--- config.mk ---
export PLATFORM = sky130hd
export DESIGN_NAME = stage3_pixel_writer
export DESIGN_NICKNAME = d
export VERILOG_FILES = /design/src/rtl/stage3_pixel_writer.sv
export SDC_FILE = /design/constraint.sdc
export NUM_CORES = 1
export LEC_CHECK = 0
export BUFFER_PORTS_ARGS = -buffer_cell sky130_fd_sc_hd__buf_2
export CAP_MARGIN = 20
export CORE_ASPECT_RATIO = 1.25
export CORE_MARGIN = 2
export CORE_UTILIZATION = 56
export CTS_CLUSTER_SIZE = 20
export DETAILED_ROUTE_END_ITERATION = 8
export PLACE_DENSITY = 0.8
export SLEW_MARGIN = 15
export SYNTH_ARGS = -nofsm -noshare
export SYNTH_HDL_FRONTEND = slang
export SYNTH_SLANG_ARGS = --single-unit
--- constraint.sdc ---
create_clock -name clk -period 3.8 [get_ports clk]
set_input_delay 1.14 -clock clk [delete_from_list [all_inputs] [get_ports clk]]
set_output_delay 1.14 -clock clk [all_outputs]
set_load 0.01 [all_outputs]
--- src/rtl/stage3_pixel_writer.sv ---
// stage3_pixel_writer: final stage of the bilinear downscaler.
// Converts the Q8.8 pixel stream to 8-bit pixels, packs four per 32-bit
// word and writes the words sequentially from a programmable base address.
// It has no backpressure, so it accepts one pixel per cycle.
// Optional feature macro: PIXEL_ROUND_NEAREST_EN
//   defined   -> pixel = sat255((q + 0x80) >> 8)   (round half up)
//   undefined -> pixel = q[15:8]                   (truncation)
module stage3_pixel_writer #(
   parameter int ADDR_W = 16,
   parameter int CNT_W  = 18
) (
   input  logic              clk,
   input  logic              rst,
   input  logic              i_start,
   input  logic [ADDR_W-1:0] i_base_addr,
   input  logic [CNT_W-1:0]  i_num_pixels,
   input  logic [15:0]       i_p_final_q,
   input  logic              i_valid,
   output logic              o_mem_we,
   output logic [ADDR_W-1:0] o_mem_addr,
   output logic [31:0]       o_mem_wdata,
   output logic [3:0]        o_mem_be,
   output logic              o_busy,
   output logic              o_done,
   output logic              o_drop
);

   typedef enum logic [1:0] {
      IDLE = 2'd0,
      RUN  = 2'd1,
      DONE = 2'd2
   } state_t;

   state_t state, state_next;

   // Frame context captured on an accepted start.
   logic [ADDR_W-1:0] word_addr;    // address the next word will be written to
   logic [CNT_W-1:0]  num_latched;  // pixels in the current frame
   logic [CNT_W-1:0]  pix_cnt;      // pixels accepted so far in this frame
   logic              zero_frame;   // current frame had a pixel count of zero

   // Packing state: lanes 0..2 are buffered; lane 3 always completes a word,
   // so it never needs storage.
   logic [1:0]  lane;
   logic [23:0] word_buf;

   // Per-cycle decisions.
   logic        start_ok;
   logic        accept;
   logic        last_pix;
   logic        write_now;

   // Datapath intermediates.
   logic [16:0] sum17;
   logic [7:0]  pix8;
   logic [31:0] word_merged;
   logic [3:0]  be_now;

   // Pixel conversion: 17-bit sum keeps the rounding carry before saturation.
   always_comb begin
`ifdef PIXEL_ROUND_NEAREST_EN
      sum17 = {1'b0, i_p_final_q} + 17'h0_0080;
`else
      sum17 = {1'b0, i_p_final_q};
`endif
      // A sum at or above 0x10000 means the shifted value exceeds 255.
      pix8 = (sum17 > 17'h0_FFFF) ? 8'hFF : sum17[15:8];
   end

   // Merge the incoming pixel into its lane; lanes above it stay zero
   // because the buffer is cleared after every write.
   always_comb begin
      // NOTE: every variable written here gets a default first, so no path
      // leaves it unassigned and no latch is inferred.
      word_merged = {8'h00, word_buf};
      case (lane)
         2'd0:    word_merged[7:0]   = pix8;
         2'd1:    word_merged[15:8]  = pix8;
         2'd2:    word_merged[23:16] = pix8;
         default: word_merged[31:24] = pix8;
      endcase
      be_now = {lane == 2'd3, lane >= 2'd2, lane >= 2'd1, 1'b1};
   end

   // Next-state logic and per-cycle control strobes.
   always_comb begin
      state_next = state;
      start_ok   = 1'b0;
      accept     = 1'b0;
      last_pix   = 1'b0;
      case (state)
         IDLE: begin
            if (i_start) begin
               start_ok   = 1'b1;
               state_next = (i_num_pixels == '0) ? DONE : RUN;
            end
         end
         RUN: begin
            if (i_valid) begin
               accept = 1'b1;
               if (pix_cnt == num_latched - CNT_W'(1)) begin
                  last_pix   = 1'b1;
                  state_next = DONE;
               end
            end
         end
         DONE: begin
            state_next = IDLE;
         end
         default: begin
            state_next = IDLE;
         end
      endcase
   end

   // A word goes out when lane 3 fills or the frame's last pixel arrives.
   assign write_now = accept && ((lane == 2'd3) || last_pix);

   // FSM state register.
   always_ff @(posedge clk) begin
      // NOTE: sequential state uses non-blocking assignments so every flop
      // samples the pre-edge values, independent of statement order.
      if (rst) begin
         state <= IDLE;
      end else begin
         state <= state_next;
      end
   end

   // Frame context: base address, pixel count and progress counter.
   always_ff @(posedge clk) begin
      if (rst) begin
         word_addr   <= '0;
         num_latched <= '0;
         pix_cnt     <= '0;
         zero_frame  <= 1'b0;
      end else if (start_ok) begin
         word_addr   <= i_base_addr;
         num_latched <= i_num_pixels;
         pix_cnt     <= '0;
         zero_frame  <= (i_num_pixels == '0);
      end else if (accept) begin
         pix_cnt <= pix_cnt + CNT_W'(1);
         if (write_now) begin
            // Wraps modulo 2^ADDR_W by construction.
            word_addr <= word_addr + ADDR_W'(1);
         end
      end
   end

   // Lane packing buffer; a reset or new frame discards any partial word.
   always_ff @(posedge clk) begin
      if (rst) begin
         lane     <= 2'd0;
         word_buf <= '0;
      end else if (start_ok) begin
         lane     <= 2'd0;
         word_buf <= '0;
      end else if (accept) begin
         if (write_now) begin
            lane     <= 2'd0;
            word_buf <= '0;
         end else begin
            lane     <= lane + 2'd1;
            word_buf <= word_merged[23:0];
         end
      end
   end

   // Registered memory write port; address/data/enables hold between writes.
   always_ff @(posedge clk) begin
      if (rst) begin
         o_mem_we    <= 1'b0;
         o_mem_addr  <= '0;
         o_mem_wdata <= '0;
         o_mem_be    <= '0;
      end else begin
         o_mem_we <= write_now;
         if (write_now) begin
            o_mem_addr  <= word_addr;
            o_mem_wdata <= word_merged;
            o_mem_be    <= be_now;
         end
      end
   end

   // Status outputs: busy tracks RUN, done pulses once per frame.
   always_ff @(posedge clk) begin
      if (rst) begin
         o_busy <= 1'b0;
         o_done <= 1'b0;
      end else begin
         o_busy <= (state_next == RUN);
         // Normal frames pulse one cycle after the final write (the cycle
         // after DONE); an empty frame pulses right after its start.
         o_done <= (start_ok && (i_num_pixels == '0)) ||
                   ((state == DONE) && !zero_frame);
      end
   end

   // Sticky drop flag: pixels outside RUN, including the start cycle itself.
   always_ff @(posedge clk) begin
      if (rst) begin
         o_drop <= 1'b0;
      end else if (start_ok) begin
         // The start clears the flag, but a pixel in that same cycle is
         // itself dropped and re-arms it.
         o_drop <= i_valid;
      end else if (i_valid && (state != RUN)) begin
         o_drop <= 1'b1;
      end
   end

endmodule

Word level (Yosys, flattened, before mapping)
Index checks and enable logic that the tools add are counted.

Bits of input ports: 54. Output and inout port bits: 56. Word-level logic and storage cells: 67. Bits in registers: 137.

Add/subtract/negate cells: 4. Reductions and logical operators: 16. Equal/unequal tests: 8. Order comparisons: 2. Multiplexer cells: 23.

Operator list (count): 2-to-1 mux 16 bit (3); 2-to-1 mux 8 bit (4); 2-to-1 mux 24 bit (1); adder 18 x 1 -> 18 bit, second input constant (1); == test 18 bit (1); zero test 18 bit (1); subtractor 18 x 1 -> 18 bit, second input constant (1); adder 16 x 1 -> 16 bit, second input constant (1); 2-to-1 mux 2 bit (5); 2-to-1 mux 1 bit (9); == test 2 x 1 -> 1 bit, second input constant (3); == test 2 bit, second input constant (3); nonzero test 2 bit (3); logical AND 1 bit (4); zero test 2 bit (2); one-hot mux 2 bit (2 select lines) (1); OR reduction 3 bit (1); adder 2 x 1 -> 2 bit, second input constant (1); >= comparator 2 x 1 -> 1 bit, second input constant (1); >= comparator 2 bit, second input constant (1); logical OR 1 bit (2); inequality test 2 x 1 -> 1 bit, second input constant (1); AND reduction 2 bit (1); OR reduction 2 bit (1); zero test 1 bit (1).

Logic depth before layout (Yosys ltp)
Depth in word-level cells: 10. Mapped depth: 13. Gate-level depth less buffers: 11.

Worst setup path before layout
OpenSTA, ideal clock, no wires.

Path kind: register -> register. From: register num_latched[0]. To: register word_addr[10]. Path slack: 806 ps. Data required time: 3709 ps. Cell stages (with the launch flop): 13. Library setup time: 91 ps. Buffers on the path: 1. Period minus slack after synthesis: 2994 ps. Data arrival time: 2904 ps. Cells stage by stage: dfxtp_1 inv_1 ha_1 or4b_4 nor3b_4 nand2_1 a211oi_2 o2111ai_2 o21ai_2 nand2_1 buf_6 or4b_1 a311oi_1.

Cells in the longest elaborated chain, start to end: 9.

RTL lines: from (decl) (RTL line 38) `logic [CNT_W-1:0] num_latched;`; from (signal assigned) (RTL line 139) `num_latched <= i_num_pixels;`; subtractor 18 x 1 -> 18 bit (RTL line 101) `if (pix_cnt == num_latched - CNT_W'(1)) begin`; == test 18 bit (RTL line 101); 2-to-1 mux 1 bit (RTL line 101); 2-to-1 mux 1 bit (RTL line 99) `if (i_valid) begin`; 2-to-1 mux 1 bit (RTL line 91) `case (state)`; logical OR 1 bit (RTL line 117) `assign write_now = accept && ((lane == 2'd3) || last_pix);`; logical AND 1 bit (RTL line 117); nonzero test 2 bit (no line); AND reduction 2 bit (no line); to (signal assigned) (RTL line 138) `word_addr <= i_base_addr;`; to (signal assigned) (RTL line 146) `word_addr <= word_addr + ADDR_W'(1);`; to (decl) (RTL line 37) `logic [ADDR_W-1:0] word_addr;`.

Every way passes these cells. A chain may end at the register's enable or synchronous reset.

Final worst setup path
From: register num_latched[0]. To: register word_addr[8].

Same word-level chain as after synthesis.

==> run metrics <==
run status=completed; vias in the first global route=5613; CP Data Arrival Time=3.88 ns; initial antenna violation count=0; htree depth=4; Clock Latency Late Sink=0.42 ns; CORE AREA=0.0110 mm2; pwr dens=465 mW/mm2; Post-Route Utilization=67.4%; CP required=4.07 ns; final setup margin=0.194 ns; CP max stage delay=0.53 ns; syn nets=816; Worst IR Drop VDD=0.000274 V; Clock Skew=0.00945 ns; Area Overhead vs Synth=18.7%; Reg2Reg Setup Slack=0.19 ns; DIE AREA=0.0120 mm2; setup slack at placement=0.196 ns; Final period util=94.9%; f_max=0.277 GHz; Root Driver=clkbuf_16; Setup CP Type=flip-flop to flip-flop; # DRC=0; Synth Warn #=0; worst-path maximum fanout=20; gr usage total=27.2%; first-pass GRT wire length=26200 um; starting density of the core=56.8%; setup tns final=0 ns; WL final=16100 um; register area share after synthesis=44.0%; die height=122 um; endpoints failing hold=0; vias after detailed routing=5765; largest net degree at the start of global routing=79; # Max-Cap Violations=0; synth unique cells=51; final setup fails=0; Hold-fix buffers, CTS=0; post-route ant nets=0; Die X-Extent=98.4 um; post-cts sizing count=0; worst hold path startpoint=o_mem_addr[4]; reg2reg end=word_addr[8]; hold path depth=2; Max Buffers Root-to-Sink=2; Worst path most repeated cell=nand2_1; Synth Instances=753; Worst slew margin=46.6%; diode count=0; ys flop type=dfxtp_1; CTS sink cnt=137; placed cell area=0.00680 mm2; port buffer count=101; DP Wirelength=11200 um; clock-pin transition on the worst setup and hold timing paths=0.07 ns; post-route cell area=0.00740 mm2; Avg Inst Size Synth=8.28 um2; fill cell count=881; RSZ-0062 raised after global routing=false; Worst Path Buf+Inv=2; Placer Congestion=0.855; GRT overflow=0; Post-Syn Area=0.00623 mm2; critical path's top delay family=compound AO/OA/AOI/OAI gates; Rows=43; CTS tree=done; Reg2Reg Launch Point=num_latched[0]; Worst setup SP type=flip-flop; per-cell routed wire length=16.4 um; Layout Nets=898; Worst Hold Class=flip-flop to flip-flop; reg2reg path depth=12; CP Cell Sequence=inv_1 -> ha_1 -> or4b_4 -> nor3b_4 -> nand2_1 -> a211oi_2 -> o2111ai_2 -> o21ai_4 -> nand2_1 -> buf_4 -> o41ai_1 -> a311oi_1; CP max stage cell=or4b_4; fraction of layout cells with a size suffix above 1=17.8%; io pins=110; Design Power=3.44 mW; buffer count from post-CTS setup fixing=0; Lkg Pwr=2.83 nW; routed vias/inst=5.86; Worst Tran Pin Value=0.802 ns; FFs w/ async S/R, synth=0%; Slew Viols, Final=0; Initial DRC Count=335; Critical Path End Type=flip-flop; DRT Pass-1 Iters=5; hold path endpoint=o_mem_addr[4]; synthesized flop and latch total=137; CTS buffer count=17; EDFF count, synth=0; min Tclk post-route=3.61 ns
[cell usage in the layout, fill, tap and decap left out, drive strengths merged, types with 8 or more instances in the layout]
cell    instances
dfxtp         137
nand2         124
buf           110
nor2           72
a21oi          59
inv            41
a211oi         38
mux2i          29
o22ai          26
xor2           25
nand3          23
clkbuf         17
xnor2          15
nor3           14
nand4          11
o21ai          11
ha              9
and3            8
[where the power goes]
part / switching, mW / internal, mW
logic: 0.178 / 0.118
clock network: 0.700 / 0.927
registers: 0.0453 / 1.47
[stage by stage]
stage                     instances  hold WS, ns
after detailed placement        951        0.445
after floorplan                 753        0.437
after CTS                       983        0.454
final                           983        0.457
after global routing            983        0.473
after global placement          951        0.441
[Yosys cell counts (15+ instances only)]
cell type / n / area (um2)
clkbuf_1: 36 / 135
a211oi_1: 37 / 278
mux2i_1: 29 / 290
inv_1: 33 / 124
a21oi_1: 59 / 295
xnor2_1: 15 / 131
dfxtp_1: 137 / 2740
xor2_1: 25 / 219
nor2_1: 72 / 270
nand3_1: 23 / 115
nand2_1: 124 / 465
o22ai_1: 26 / 163
[flip-flops by register name, indices dropped and copies added (netlist names), 2 cells and up]
signal	flops
lane	2
num_latched	18
o_mem_addr	16
o_mem_be	4
o_mem_wdata	32
pix_cnt	18
state	2
word_addr	16
word_buf	24
[worst max-delay path by stage]
stage | end | slack [ns] | start | cells past startpoint
6_report | word_addr[8] | 0.19 | num_latched[0] | 12
5_1_grt | word_addr[8] | 0.04 | num_latched[0] | 12
4_1_cts | word_addr[8] | 0.17 | num_latched[0] | 12
3_5_place_dp | word_addr[8] | 0.20 | num_latched[0] | 12
3_3_place_gp | word_addr[10] | 0.43 | num_latched[0] | 12
2_1_floorplan | word_addr[10] | 0.81 | num_latched[0] | 12
[tightest hold or removal path: stages, from the launching register on]
cell     delay (ns)
dfxtp_1        0.31
nand2_1        0.05
a21oi_1        0.05
[metal layers]
metal  up-vias  GRT usage (%)  wire, um
met3        39           6.94      1040
li1       2802              -         -
met5         -              0         0
met4         0           11.9       408
met2       201           47.9      8260
met1      2723           31.1      6410
[logic make-up after synthesis]
family / after synthesis / synth area share, %
buffers and inverters: 80 / 5.04
multiplexers: 29 / 4.66
XOR/XNOR: 40 / 5.62
adder cells (fa/ha/maj): 9 / 1.81
flip-flops: 137 / 44.0
AO/OA/AOI/OAI: 157 / 16.0
AND/OR/NAND/NOR: 301 / 22.9
[cell type report]
cell class / count / area, um2 / area share, %
Tap cell: 135 / 169 / 2.28
Inverter: 33 / 124 / 1.67
Clock buffer: 17 / 425 / 5.75
Sequential cell: 137 / 2740 / 37.1
Clock inverter: 15 / 159 / 2.15
Timing Repair Buffer: 110 / 586 / 7.91
Multi-Input combinational cell: 536 / 3200 / 43.2
No activity file was read; power rests on OpenSTA's default activity.
